<file path="src/rtl/golomb_pkg.sv">
// Shared definitions for the Golomb ruler job sequencer: field widths,
// the sequencer state encoding and vector-width helpers.
package golomb_pkg;

  localparam int MARK_W  = 9;
  localparam int POS_W   = 7;
  localparam int NRES_W  = 6;
  localparam int JOBID_W = 8;
  localparam int CYC_W   = 32;

  typedef enum logic [1:0] {
    IDLE   = 2'd0,
    LOAD   = 2'd1,
    RUN    = 2'd2,
    REPORT = 2'd3
  } seq_state_t;

  // Width of one ruler prefix: one MARK_W field per mark, marks 0..num_positions
  function automatic int prefix_width(input int num_positions);
    return (num_positions + 1) * MARK_W;
  endfunction

  // Width of the full result vector: num_results complete rulers
  function automatic int result_width(input int num_positions, input int num_results);
    return prefix_width(num_positions) * num_results;
  endfunction

endpackage

</file>
<file path="src/rtl/golomb_cycle_counter.sv">
// Saturating RUN-cycle counter with synchronous clear/enable and a
// terminal-count flag that looks at the value the counter is about to take.
module golomb_cycle_counter
  import golomb_pkg::*;
#(
  parameter logic [CYC_W-1:0] LIMIT = '1
) (
  input  logic             clk,
  input  logic             rst,
  input  logic             clear,
  input  logic             enable,
  output logic [CYC_W-1:0] count_next,
  output logic             terminal
);

  logic [CYC_W-1:0] count;

  // The incremented value sticks at all-ones instead of wrapping
  assign count_next = (count == '1) ? count : count + CYC_W'(1);
  assign terminal   = (count_next >= LIMIT);

  // Counter register: clear wins over enable
  always_ff @(posedge clk or posedge rst) begin
    if (rst) begin
      count <= '0;
    end else if (clear) begin
      count <= '0;
    end else if (enable) begin
      count <= count_next;
    end
  end

endmodule

</file>
<file path="src/rtl/golomb_job_sequencer.sv">
// Runs one mark_counter_assembly through a stream of host sub-search jobs:
// latch the prefix, pulse the assembly reset, wait for done, and hand the
// tagged result record back over a valid/ready port.
// Optional feature macro: GOLOMB_WATCHDOG_EN (RUN-state cycle limit that
// produces a timeout record when the assembly never signals done).
module golomb_job_sequencer
  import golomb_pkg::*;
#(
  parameter int               MAXVALUE          = 22,
  parameter int               NUMPOSITIONS      = 5,
  parameter int               NUMRESULTS        = 10,
  parameter int               ASSY_RESET_CYCLES = 2,
  parameter logic [CYC_W-1:0] WATCHDOG_CYCLES   = 32'd1000000
) (
  input  logic                                                FXCLK,
  input  logic                                                RESET_IN,
  input  logic                                                job_valid,
  output logic                                                job_ready,
  input  logic [POS_W-1:0]                                    job_firstpos,
  input  logic [prefix_width(NUMPOSITIONS)-1:0]               job_firstvalues,
  output logic                                                assy_reset,
  output logic [POS_W-1:0]                                    assy_firstpos,
  output logic [prefix_width(NUMPOSITIONS)-1:0]               assy_firstvalues,
  input  logic                                                assy_done,
  input  logic [NRES_W-1:0]                                   assy_numResults,
  input  logic [result_width(NUMPOSITIONS, NUMRESULTS)-1:0]   assy_results,
  output logic                                                res_valid,
  input  logic                                                res_ready,
  output logic [JOBID_W-1:0]                                  res_jobid,
  output logic [NRES_W-1:0]                                   res_numResults,
  output logic [result_width(NUMPOSITIONS, NUMRESULTS)-1:0]   res_results,
  output logic [CYC_W-1:0]                                    res_cycles,
  output logic                                                res_timeout,
  output logic                                                busy
);

  localparam int PREFIX_W = prefix_width(NUMPOSITIONS);
  localparam int RESULT_W = result_width(NUMPOSITIONS, NUMRESULTS);

  // Mark positions must fit a mark field and the reset pulse must be non-empty
  if (MAXVALUE >= (1 << MARK_W) || ASSY_RESET_CYCLES < 1 || WATCHDOG_CYCLES == '0) begin : g_bad_params
    $error("golomb_job_sequencer: illegal parameter combination");
  end

  seq_state_t         state;
  seq_state_t         state_next;
  logic               accept;
  logic               capture_done;
  logic               capture_wd;
  logic               handshake;
  logic               run_en;
  logic               wd_hit;
  logic [31:0]        load_cnt;
  logic [JOBID_W-1:0] jobid;
  logic [CYC_W-1:0]   cycles_next;

  assign run_en = (state == RUN);

  golomb_cycle_counter #(
    .LIMIT(WATCHDOG_CYCLES)
  ) u_cycle_counter (
    .clk       (FXCLK),
    .rst       (RESET_IN),
    .clear     (accept),
    .enable    (run_en),
    .count_next(cycles_next),
    .terminal  (wd_hit)
  );

  // State register
  always_ff @(posedge FXCLK or posedge RESET_IN) begin
    if (RESET_IN) begin
      state <= IDLE;
    end else begin
      state <= state_next;
    end
  end

  // Next-state decode plus the handshake and capture strobes
  always_comb begin
    state_next   = state;
    accept       = 1'b0;
    capture_done = 1'b0;
    capture_wd   = 1'b0;
    handshake    = 1'b0;
    job_ready    = 1'b0;
    res_valid    = 1'b0;
    busy         = 1'b1;
    case (state)
      IDLE: begin
        busy      = 1'b0;
        job_ready = !RESET_IN;
        if (job_valid && !RESET_IN) begin
          accept     = 1'b1;
          state_next = LOAD;
        end
      end
      LOAD: begin
        if (load_cnt == 32'(ASSY_RESET_CYCLES - 1)) begin
          state_next = RUN;
        end
      end
      RUN: begin
        if (assy_done) begin
          capture_done = 1'b1;
          state_next   = REPORT;
        end
`ifdef GOLOMB_WATCHDOG_EN
        else if (wd_hit) begin
          capture_wd = 1'b1;
          state_next = REPORT;
        end
`endif
      end
      REPORT: begin
        res_valid = 1'b1;
        if (res_ready) begin
          handshake  = 1'b1;
          state_next = IDLE;
        end
      end
      default: begin
        state_next = IDLE;
      end
    endcase
  end

`ifndef GOLOMB_WATCHDOG_EN
  logic unused_wd_hit;
  assign unused_wd_hit = wd_hit;
`endif

  // Job prefix latch, assembly reset pulse and LOAD-phase length counter
  always_ff @(posedge FXCLK or posedge RESET_IN) begin
    if (RESET_IN) begin
      assy_reset       <= 1'b1;
      assy_firstpos    <= '0;
      assy_firstvalues <= '0;
      load_cnt         <= '0;
    end else begin
      assy_reset <= (state_next == LOAD);
      if (accept) begin
        assy_firstpos    <= job_firstpos;
        assy_firstvalues <= job_firstvalues;
        load_cnt         <= '0;
      end else if (state == LOAD) begin
        load_cnt <= load_cnt + 32'd1;
      end
    end
  end

  // Result record capture and job tag bookkeeping
  always_ff @(posedge FXCLK or posedge RESET_IN) begin
    if (RESET_IN) begin
      jobid          <= '0;
      res_jobid      <= '0;
      res_numResults <= '0;
      res_results    <= '0;
      res_cycles     <= '0;
    end else begin
      if (capture_done || capture_wd) begin
        res_jobid      <= jobid;
        res_cycles     <= cycles_next;
        res_results    <= assy_results;
        res_numResults <= capture_done ? assy_numResults : '0;
      end
      if (handshake) begin
        jobid <= jobid + JOBID_W'(1);
      end
    end
  end

`ifdef GOLOMB_WATCHDOG_EN
  // Timeout flag: done takes priority when it coincides with the limit
  always_ff @(posedge FXCLK or posedge RESET_IN) begin
    if (RESET_IN) begin
      res_timeout <= 1'b0;
    end else if (capture_done) begin
      res_timeout <= 1'b0;
    end else if (capture_wd) begin
      res_timeout <= 1'b1;
    end
  end
`else
  assign res_timeout = 1'b0;
`endif

  // Keep the derived widths visible to anyone reading the port list
  logic [PREFIX_W-1:0] unused_prefix_w;
  logic [RESULT_W-1:0] unused_result_w;
  assign unused_prefix_w = assy_firstvalues;
  assign unused_result_w = res_results;

endmodule

</file>
<file path="config.mk">
export PLATFORM = sky130hd
export DESIGN_NAME = golomb_job_sequencer
export DESIGN_NICKNAME = d
export VERILOG_FILES = /design/src/rtl/golomb_pkg.sv /design/src/rtl/golomb_cycle_counter.sv /design/src/rtl/golomb_job_sequencer.sv
export SDC_FILE = /design/constraint.sdc
export NUM_CORES = 2
export LEC_CHECK = 0
export ABC_AREA = 1
export CAP_MARGIN = 20
export CORE_AREA = 2 2 494 496
export CTS_CLUSTER_DIAMETER = 80
export CTS_CLUSTER_SIZE = 40
export DETAILED_ROUTE_END_ITERATION = 8
export DIE_AREA = 0 0 496 498
export GPL_ROUTABILITY_DRIVEN = 0
export SYNTH_ARGS = -nofsm -noshare
export SYNTH_HDL_FRONTEND = slang
export SYNTH_SLANG_ARGS = --single-unit
</file>
<file path="constraint.sdc">
create_clock -name FXCLK -period 22.8 [get_ports FXCLK]
set_clock_uncertainty 0.15 [all_clocks]
set_input_delay 3.42 -clock FXCLK [delete_from_list [all_inputs] [get_ports FXCLK]]
set_output_delay 3.42 -clock FXCLK [all_outputs]
set_load 0.03 [all_outputs]
</file>
==> out/qor.txt <==
Startpoint Class = input port
RSZ-0062 raised after global routing = no
Reg2reg setup slack = 17.99 ns
Total net switching power = 694 uW
Die Width = 496 um
Initial Utilization = 12.0%
I/O Pins = 1,264
Clock power share = 44.8%
Buffers on Ports = 1,262
Total track usage = 14.2%
DRC errors left = 0
Worst path slowest cell = clkdlybuf4s50_1
TritonCTS clock tree = yes
Die Y-Extent = 498 um
Overflow after GRT = 0
Antenna viol nets, final = 0
Clk sink count = 722
Yosys warnings = 0
Switching share of total power = 26.4%
Area growth syn-to-layout = 63.6%
Min Tclk post-route = 8.35 ns
WP data required = 19.23 ns
Syn Nets = 4,101
Standard-cell row count = 181
Syn Area/Cell = 8.34 sq um
Worst slew pin tran = 1.07 ns
Initial antenna violation count = 114
CTS HTree Levels = 2
Final setup viols = 0
HPWL Detailed = 152,000 um
Pwr Total = 2.63 mW
Final net count = 5,293
Cell Area, Synth = 29,100 sq um
Worst path cell trace = clkdlybuf4s50_1 > nor2_2 > clkdlybuf4s50_1
Reg2Reg Depth = 8
Sequential power share = 48.9%
CTS buffer count = 60
Initial drt markers = 2,165
Routed vias = 28.5k
Share of cells above drive strength 1 = 3.45%
Worst Hold End = jobid[7]$_DFFE_PP0P_
Worst-path clk slew = 0.09 ns
Worst hold start = jobid[7]$_DFFE_PP0P_
Cts-stage hold buffer count = 0
Hold Vio Cnt, Final = 0
CTS resizes = 0
Hold Path Class = register to register
FF+latch count, synth = 722
Crit-path max cell delay = 0.71 ns
Sequential element share of the synthesized area = 62.2%
RR Endpoint = res_results[233]$_DFFE_PP0P_
Routed len/inst = 22.9 um
Vias in the first global route = 28.1k
Vias per inst = 3.57
First-pass iteration count of the detailed router = 6
Max cap viols = 0
WL final = 183,000 um
Status = finished, final reports clean
# Post-CTS Setup Buffers = 0
Die area = 247,000 sq um
Fmax = 0.120 GHz
Hold Path Cell Cnt = 1
Fin crit share = 36.6%
Core area = 242,000 sq um
Comb pwr share = 6.3%
Root buf cell = clkbuf_16
WS Path Type = input port to primary output
Slew HR = 28.7%
Post-Synthesis Cells = 3,485
Worst hold slack = 0.329 ns
Crit path arrival time = 4.78 ns
Reg2reg start = state[1]$_DFF_PP0_
Worst-Skew Late Latency = 0.72 ns
Worst Path Max Fanout = 2
Pleak = 22.9 nW
Final Slew Violations = 0
Peak VDD IR = 58.9 uV
Most frequent CP cell = clkdlybuf4s50_1
Pin count of the biggest net entering global routing = 174
Fin Setup TNS = 0 ns
Cell area power density = 55.3 nW/um^2
DP Area = 45,100 sq um
Critical Path Sink Type = primary output
Cell variety after synth = 31
Internal = 1.94 mW
Clock Tree Buf Depth = 3
Global-route wire length before repair = 242,000 um
Design area = 47,500 sq um
## cell families after synthesis
kind of cell / share of synthesized area (%)
other: 0.0129
xor gates and xnor gates: 0.241
and+or+nand+nor: 32.2
buffers and inverters: 3.99
DFF: 62.2
AOI/OAI and AO/OA: 1.19
adders and majority gates: 0.172
## synth_stat cells (all sizes together)
cell / n / area share [%]
buf: 135 / 2.4
dfstp: 1 / 0.090
nand3: 69 / 1.2
xor2: 6 / 0.18
nand4: 15 / 0.32
ha: 4 / 0.17
nand2: 2214 / 29
o211ai: 1 / 0.026
o31ai: 1 / 0.026
conb: 1 / 0.013
a21oi: 6 / 0.10
o21ai: 55 / 1.0
xnor2: 2 / 0.060
inv: 97 / 1.3
nor2: 115 / 1.7
clkbuf: 23 / 0.30
dfrtp: 721 / 62
o22ai: 1 / 0.022
nand3b: 8 / 0.21
nor3: 10 / 0.17
## area by class of cell
type | count | area [sq um]
Multi-Input combinational cell | 2508 | 9840
Antenna cell | 38 | 95.1
Fill cell | 26637 | 194000
Clock inverter | 47 | 676
Sequential cell | 722 | 18100
Tap cell | 3202 | 4010
Inverter | 97 | 375
Timing Repair Buffer | 1288 | 12900
Clock buffer | 66 | 1560
## power groups by stage
| stage | Sequential, mW | Clock [mW] | Combinational [mW] |
|---|---|---|---|
| 2_1_floorplan | 1.32 | 0 | 0.0223 |
| 3_5_place_dp | 1.31 | 0 | 0.168 |
| 6_report | 1.29 | 1.18 | 0.167 |
| 4_1_cts | 1.29 | 1.22 | 0.169 |
| 5_1_grt | 1.29 | 1.27 | 0.178 |
| 3_3_place_gp | 1.31 | 0 | 0.167 |
## state kept, by name (all words and copies together), names as in the netlist
register,flops
u_cycle_counter.count,32
res_results,540
load_cnt,32
assy_reset,1
state,2
assy_firstvalues,54
res_jobid,8
res_cycles,32
jobid,8
assy_firstpos,7
res_numResults,6
## per-stage QoR
stage	cells	worst slack (ns)	util, %
final	7968	14.45	19.6
after CTS	7928	14.46	19.6
after detailed placement	7815	14.47	18.7
after global routing	7953	14.44	19.6
after floorplan	3485	9.34	-
after global placement	7815	14.45	18.7
## layout by cell type, fill, tap and decap left out, types with 8 or more instances in the layout
cell and count:
buf_4 21, clkbuf_16 61, clkdlybuf4s50_1 1262, clkinv_8 8, clkinvlp_4 8, dfrtp_1 721
diode_2 38, inv_1 92, inv_8 8, nand2_1 2210, nand3_1 68, nand3b_1 8
nand4_1 15, nor2_1 103, nor2_2 8, nor3_1 10, o21ai_0 33, o21ai_1 17
## critical path, delay by kind of cell
| kind | cells | cell delay (ns) |
|---|---|---|
| and+or+nand+nor | 1 | 0.18 |
| buffers and inverters | 2 | 1.18 |
## per-layer routing
metal / vias up / track usage, % / share of wire, % / routed length [um]
met5: - / 0 / 0.075 / 137
met4: 22 / 6.22 / 4.5 / 8140
met3: 352 / 7.73 / 13 / 23300
met2: 1507 / 22.9 / 46 / 83800
met1: 13590 / 15.3 / 37 / 67200
li1: 12988 / - / - / -
## how the worst max path moves through the flow
stage,to,cells past startpoint,startpoint
global placement,job_ready,3,RESET_IN
CTS,job_ready,3,RESET_IN
global route,job_ready,3,RESET_IN
floorplan,assy_firstpos[0]$_DFFE_PP0P_,1,RESET_IN
finish,job_ready,3,RESET_IN
detailed placement,job_ready,3,RESET_IN
Power figures use the tool's default switching activity.
